**src/rtl/cosa_pkg.sv**
```systemverilog
// -----------------------------------------------------------------------------
// cosa_pkg
// Shared constants and helpers for the pipelined conditional-sum adder.
//   COSA_WIDTH  default operand/result width
//   COSA_BLOCK  default slice width resolved per pipeline stage
//   cosaStages  pipeline depth for a WIDTH/BLOCK pair; an illegal pair returns 1
//               so elaboration still reaches the configuration check in the top
// -----------------------------------------------------------------------------
package cosa_pkg;

  localparam int COSA_WIDTH = 32;
  localparam int COSA_BLOCK = 8;

  // An unusable configuration maps to a single stage so array bounds stay sane
  // while the top-level check reports the real problem.
  function automatic int cosaStages(input int width, input int block);
    if (block < 1) return 1;
    if ((width % block) != 0) return 1;
    return width / block;
  endfunction

endpackage

```
**src/rtl/cosa_slice.sv**
```systemverilog
// -----------------------------------------------------------------------------
// cosa_slice
// Combinational BLOCK-bit conditional-sum cell. Both carry-in hypotheses are
// summed in parallel and the incoming carry only drives the final select.
// Ports:
//   i_a, i_b     BLOCK-bit operand slices
//   i_carrySel   carry from the previous slice (selects sum-with-carry)
//   o_sum        selected BLOCK-bit slice sum
//   o_carry      carry out of this slice
// -----------------------------------------------------------------------------
module cosa_slice #(
  parameter int BLOCK = 8
) (
  input  logic [BLOCK-1:0] i_a,
  input  logic [BLOCK-1:0] i_b,
  input  logic             i_carrySel,
  output logic [BLOCK-1:0] o_sum,
  output logic             o_carry
);

  logic [BLOCK:0] w_sum0;
  logic [BLOCK:0] w_sum1;

  assign w_sum0 = {1'b0, i_a} + {1'b0, i_b};
  assign w_sum1 = {1'b0, i_a} + {1'b0, i_b} + {{BLOCK{1'b0}}, 1'b1};

  assign {o_carry, o_sum} = i_carrySel ? w_sum1 : w_sum0;

endmodule

```
**src/rtl/pipelined_cond_sum_adder.sv**
```systemverilog
// -----------------------------------------------------------------------------
// pipelined_cond_sum_adder
// Pipelined conditional-sum adder/subtractor. One BLOCK-bit slice is resolved
// per stage, LSB slice first, so latency equals STAGES = WIDTH/BLOCK cycles.
// A valid/ready handshake with a global stall gives full backpressure.
// Optional build macro: COSUA_OVERFLOW_EN adds the signed-overflow output ovf.
// Ports:
//   clk, rst            rising-edge clock, synchronous active-high reset
//   in_valid/in_ready   operand beat handshake
//   a, b                WIDTH-bit operands
//   cin                 carry-in (ignored when sub=1)
//   sub                 0: a+b+cin, 1: a-b computed as a+~b+1
//   out_valid/out_ready result handshake
//   sum, cout           result modulo 2^WIDTH and MSB carry-out
//   ovf                 (COSUA_OVERFLOW_EN only) two's-complement overflow
// -----------------------------------------------------------------------------
module pipelined_cond_sum_adder
  import cosa_pkg::*;
#(
  parameter int WIDTH = COSA_WIDTH,
  parameter int BLOCK = COSA_BLOCK
) (
  input  logic             clk,
  input  logic             rst,
  input  logic             in_valid,
  output logic             in_ready,
  input  logic [WIDTH-1:0] a,
  input  logic [WIDTH-1:0] b,
  input  logic             cin,
  input  logic             sub,
  output logic             out_valid,
  input  logic             out_ready,
  output logic [WIDTH-1:0] sum,
  output logic             cout
`ifdef COSUA_OVERFLOW_EN
  ,
  output logic             ovf
`endif
);

  localparam int STAGES = cosaStages(WIDTH, BLOCK);

  if (BLOCK < 1 || (WIDTH % BLOCK) != 0) begin : g_badConfig
    $error("pipelined_cond_sum_adder: WIDTH must be a multiple of BLOCK and BLOCK >= 1");
  end

  // Per-stage registers. r_a/r_b are skew registers carrying the operand
  // slices not yet consumed; r_sum accumulates the resolved low slices.
  logic [STAGES-1:0]            r_valid;
  logic [STAGES-1:0]            r_carry;
  logic [STAGES-1:0][WIDTH-1:0] r_sum;
  logic [STAGES-1:0][WIDTH-1:0] r_a;
  logic [STAGES-1:0][WIDTH-1:0] r_b;

  logic             w_stall;
  logic [WIDTH-1:0] w_bEff;
  logic             w_c0;

  logic [STAGES-1:0][BLOCK-1:0] w_sliceA;
  logic [STAGES-1:0][BLOCK-1:0] w_sliceB;
  logic [STAGES-1:0][BLOCK-1:0] w_sliceSum;
  logic [STAGES-1:0]            w_sliceCin;
  logic [STAGES-1:0]            w_sliceCarry;

  // Only a result that cannot leave blocks the pipe; bubbles never stall it.
  assign w_stall  = r_valid[STAGES-1] & ~out_ready;
  assign in_ready = ~w_stall;

  // Subtraction is a+~b+1, so the +1 rides in as the stage-0 carry.
  assign w_bEff = sub ? ~b : b;
  assign w_c0   = sub | cin;

  // Stage 0 takes its slice straight from the ports; later stages pick their
  // slice out of the previous stage's skew registers.
  always_comb begin
    w_sliceA      = '0;
    w_sliceB      = '0;
    w_sliceCin    = '0;
    w_sliceA[0]   = a[BLOCK-1:0];
    w_sliceB[0]   = w_bEff[BLOCK-1:0];
    w_sliceCin[0] = w_c0;
    for (int k = 1; k < STAGES; k++) begin
      w_sliceA[k]   = r_a[k-1][k*BLOCK +: BLOCK];
      w_sliceB[k]   = r_b[k-1][k*BLOCK +: BLOCK];
      w_sliceCin[k] = r_carry[k-1];
    end
  end

  for (genvar k = 0; k < STAGES; k++) begin : g_stage
    cosa_slice #(.BLOCK(BLOCK)) u_slice (
      .i_a        (w_sliceA[k]),
      .i_b        (w_sliceB[k]),
      .i_carrySel (w_sliceCin[k]),
      .o_sum      (w_sliceSum[k]),
      .o_carry    (w_sliceCarry[k])
    );
  end

  // Whole pipeline advances together or holds together. Each stage ORs its
  // slice into the partial sum; upper bits are zero until their stage runs.
  always_ff @(posedge clk) begin
    if (rst) begin
      r_valid <= '0;
      r_carry <= '0;
      r_sum   <= '0;
      r_a     <= '0;
      r_b     <= '0;
    end else if (!w_stall) begin
      r_valid[0] <= in_valid;
      r_a[0]     <= a;
      r_b[0]     <= w_bEff;
      r_carry[0] <= w_sliceCarry[0];
      r_sum[0]   <= WIDTH'(w_sliceSum[0]);
      for (int k = 1; k < STAGES; k++) begin
        r_valid[k] <= r_valid[k-1];
        r_a[k]     <= r_a[k-1];
        r_b[k]     <= r_b[k-1];
        r_carry[k] <= w_sliceCarry[k];
        r_sum[k]   <= r_sum[k-1] | (WIDTH'(w_sliceSum[k]) << (k*BLOCK));
      end
    end
  end

  assign out_valid = r_valid[STAGES-1];
  assign sum       = r_sum[STAGES-1];
  assign cout      = r_carry[STAGES-1];

`ifdef COSUA_OVERFLOW_EN
  logic w_msbCarryIn;
  logic r_ovf;

  // Carry into the MSB is recovered from the MSB sum bit of the last slice.
  assign w_msbCarryIn = w_sliceA[STAGES-1][BLOCK-1] ^ w_sliceB[STAGES-1][BLOCK-1]
                      ^ w_sliceSum[STAGES-1][BLOCK-1];

  // Registered with the last stage so it shares its latency and stall hold.
  always_ff @(posedge clk) begin
    if (rst) begin
      r_ovf <= 1'b0;
    end else if (!w_stall) begin
      r_ovf <= w_msbCarryIn ^ w_sliceCarry[STAGES-1];
    end
  end

  assign ovf = r_ovf;
`endif

endmodule
```
**config.mk**
```make
export PLATFORM = sky130hd
export DESIGN_NAME = pipelined_cond_sum_adder
export DESIGN_NICKNAME = d
export VERILOG_FILES = /design/src/rtl/cosa_pkg.sv /design/src/rtl/cosa_slice.sv /design/src/rtl/pipelined_cond_sum_adder.sv
export SDC_FILE = /design/constraint.sdc
export NUM_CORES = 1
export LEC_CHECK = 0
export ABC_CLOCK_PERIOD_IN_PS = 4630
export CAP_MARGIN = 10
export CELL_PAD_IN_SITES_DETAIL_PLACEMENT = 0
export CELL_PAD_IN_SITES_GLOBAL_PLACEMENT = 1
export CORE_MARGIN = 4
export CORE_UTILIZATION = 23
export CTS_BUF_LIST = sky130_fd_sc_hd__clkbuf_8
export DETAILED_ROUTE_END_ITERATION = 16
export HOLD_SLACK_MARGIN = 0.08
export PLACE_DENSITY_LB_ADDON = 0.1
export SETUP_SLACK_MARGIN = 0.2
export SLEW_MARGIN = 20
export SYNTH_ARGS = -nofsm -noshare
export SYNTH_HDL_FRONTEND = slang
export SYNTH_SLANG_ARGS = --single-unit
export TNS_END_PERCENT = 30
```
**constraint.sdc**
```tcl
create_clock -name clk -period 4.63 [get_ports clk]
set_clock_uncertainty 0.05 [all_clocks]
set_input_delay 0.926 -clock clk [delete_from_list [all_inputs] [get_ports clk]]
set_output_delay 0.926 -clock clk [all_outputs]
set_load 0.005 [all_outputs]
```
==> results.md <==
- Crit path max fanout: 48
- Final Wtd Congestion: about 0.76
- Yosys warns: 0
- Mean Syn Cell Area: 8.118 um2
- Reg-to-reg slack, setup: about 2000 ps
- Post-synth top area share: 0.4205
- Total Routing Usage GR: 0.1145
- CTS tree: yes
- Final critical-path share of the clock period: 0.7248
- Synth top area cells: dfxtp_1 42%, nand2_1 12%, a21oi_1 7.8%, ha_1 5.3%, a211oi_1 5.0%
- DRT antenna net count: 0
- Clk slew on worst S/H paths: 100 ps
- Worst EP arrival: 2380 ps
- Average vias per placed instance: between 4 and 5
- Post-synth top flop: dfxtp_1
- Number of synthesized flops with an enable pin: 0
- CTS Buffer Depth: 2
- Status: finished clean
- Power Total: 3410 uW
- CTS sink cnt: between 150 and 200
- Max H-tree Level: 4
- Least-Margin Pin Slew: just under 1000 ps
- Class of the worst hold path: reg -> reg
- Die Y: around 200 um
- NumNets Final: around 1200
- Final min period: 3356 ps
- Post-Syn Area: between 8000 and 9000 um2
- Worst-Skew Late Latency: approximately 480 ps
- Sequential area share after synthesis: 0.4205
- Syn nets: 1190
- Worst Setup Path Type: in -> out
- Final wirelength: between 20000 and 25000 um
- Yosys cell types: 62
- # setup viols final: 0
- Reg2reg end: r_sum[87]$_SDFFE_PP0N_
- Area leader, netlist: dfxtp_1
- Initial Util: 0.2331
- Site Rows: between 70 and 80
- DR vias: 7107
- Pleak: 0.003902 uW
- Worst slew margin: 0.3574
- Critical Path End Type: primary output
- Cells after synthesis: approximately 1100
- Hold buffers post-CTS: 0
- # diodes: 0
- VDD IR max: 0.1678 mV
- # resized after CTS: 0
- WHS Path Cells: 2
- Setup TNS: 0 ps
- I/O Buffers: between 100 and 150
- Vias in the first global route: approximately 7300
- R2r worst-path depth: 8
- Fin. max-slew vios: 0
- Synth cell count leaders: 270 x nand2_1, 184 x dfxtp_1, 137 x a21oi_1, 83 x nor2_1, 58 x a211oi_1
- Area grow syn2layout: 19.10%
- CTS Root Cell: clkbuf_8
- Hold Path Origin: r_sum[36]$_SDFFE_PP0N_
- Fmax: about 300 MHz
- Most common cell in the netlist: nand2_1
- Detail Placement HPWL: 15730 um
- Core area: between 30000 and 40000 um2
- Initial antenna violation count: 2
- Num CTS Buffers: 17
- Max-cap violations: 0
- Async S/R FF share, synth: 0
- Worst EP required: 3650 ps
- DR WL/cell: roughly 14 um
- Worst r2r src: r_b[48]$_SDFFE_PP0N_
- Util after Layout: 0.2776
- Remaining global-route overflow: 0
- Hold EP: r_sum[68]$_SDFFE_PP0N_
- Power Density: 326.9 nW/um2
- Largest net degree at the start of global routing: about 110
- Setup Buffers After CTS: 0
- Residual DRC: 0
- Critical Path Source Type: primary input
- DRT Pass-1 Iters: 4
- Final Hold Fails: 0
- DRT iter0 DRCs: a little over 200
- Die area: 41270 um2
- Yosys reg bits: 184
- RSZ-0062 raised after global routing: no
- I/O pins: about 110
- Die W: around 200 um
- Layout cells sized above 1: 0.04872
- First-pass GRT wire length: 38190 um
-- how the worst max path moves through the flow --
| stage | startpoint | cells after the start | slack [ps] | to |
|---|---|---|---|---|
| 2_1_floorplan | sub | 11 | 1000 | r_sum[7]$_SDFFE_PP0N_ |
| 3_3_place_gp | b[0] | 10 | 940 | r_sum[7]$_SDFFE_PP0N_ |
| 3_5_place_dp | b[0] | 10 | 900 | r_sum[7]$_SDFFE_PP0N_ |
| 4_1_cts | out_ready | 4 | 1250 | in_ready |
| 5_1_grt | b[0] | 10 | 1170 | r_sum[7]$_SDFFE_PP0N_ |
| 6_report | out_ready | 4 | 1270 | in_ready |
-- registers in the layout, indices dropped and copies added (netlist names) --
name / cells
r_a: 48
r_b: 48
r_sum: 48
sum: 32
r_carry: 4
r_valid: 4
-- stage by stage --
stage               instances  hold WS (ps)  cell area, um2  setup WS [ps]
global placement         1608         391.1           10050          944.5
finish                   1640         401.8           10430           1274
detailed placement       1608         393.7           10050          897.9
global route             1640         422.0           10430           1171
CTS                      1640         404.3           10430           1246
floorplan                1079         382.1            8760          999.9
-- where the power goes --
| part | internal (uW) | switching (uW) | total, uW |
|---|---|---|---|
| Combinational | 266 | 284 | 550 |
| Sequential | 1700 | 63.7 | 1760 |
| Clock | 488 | 613 | 1100 |
| Total | 2450 | 961 | 3410 |
-- cell usage in the layout (no fill, tap or decap), types with 18 or more instances in the layout --
master / instances
a211oi_1: 58
a21oi_1: 137
clkbuf_8: 18
clkdlybuf4s50_1: 102
dfxtp_1: 184
ha_1: 37
nand2_1: 270
nor2_1: 83
xnor2_1: 41
xor2_1: 23
-- area by class of cell --
cell class	instances	area (um2)
fill	4152	27140
tap	511	639.4
multi-input combinational	787	4553
clock inverter	14	133.9
clock buffer	18	247.7
sequential	184	3684
timing repair buffer	114	1125
inverter	12	50.05
-- critical path: stages --
cell	delay (ps)
clkdlybuf4s50_1	500
nor2b_4	60
inv_6	290
clkdlybuf4s50_1	590
-- cells by family (layout without fill, tap and decap cells) --
kind of cell	after synthesis	in the layout	synth area share
xor gates and xnor gates	64	64	0.06399
muxes	3	3	0.003428
and+or+nand+nor	413	413	0.1960
AOI/OAI and AO/OA	266	266	0.1935
adders and majority gates	41	41	0.06199
buffers and inverters	108	158	0.06056
DFF	184	184	0.4205
-- per-layer routing --
layer | wire length [um] | global-route usage
met3 | 680 | 0.02417
met4 | 341 | 0.03614
met2 | 11360 | 0.1991
met1 | 10850 | 0.1426
met5 | 21 | 0
Power figures use the tool's default switching activity.
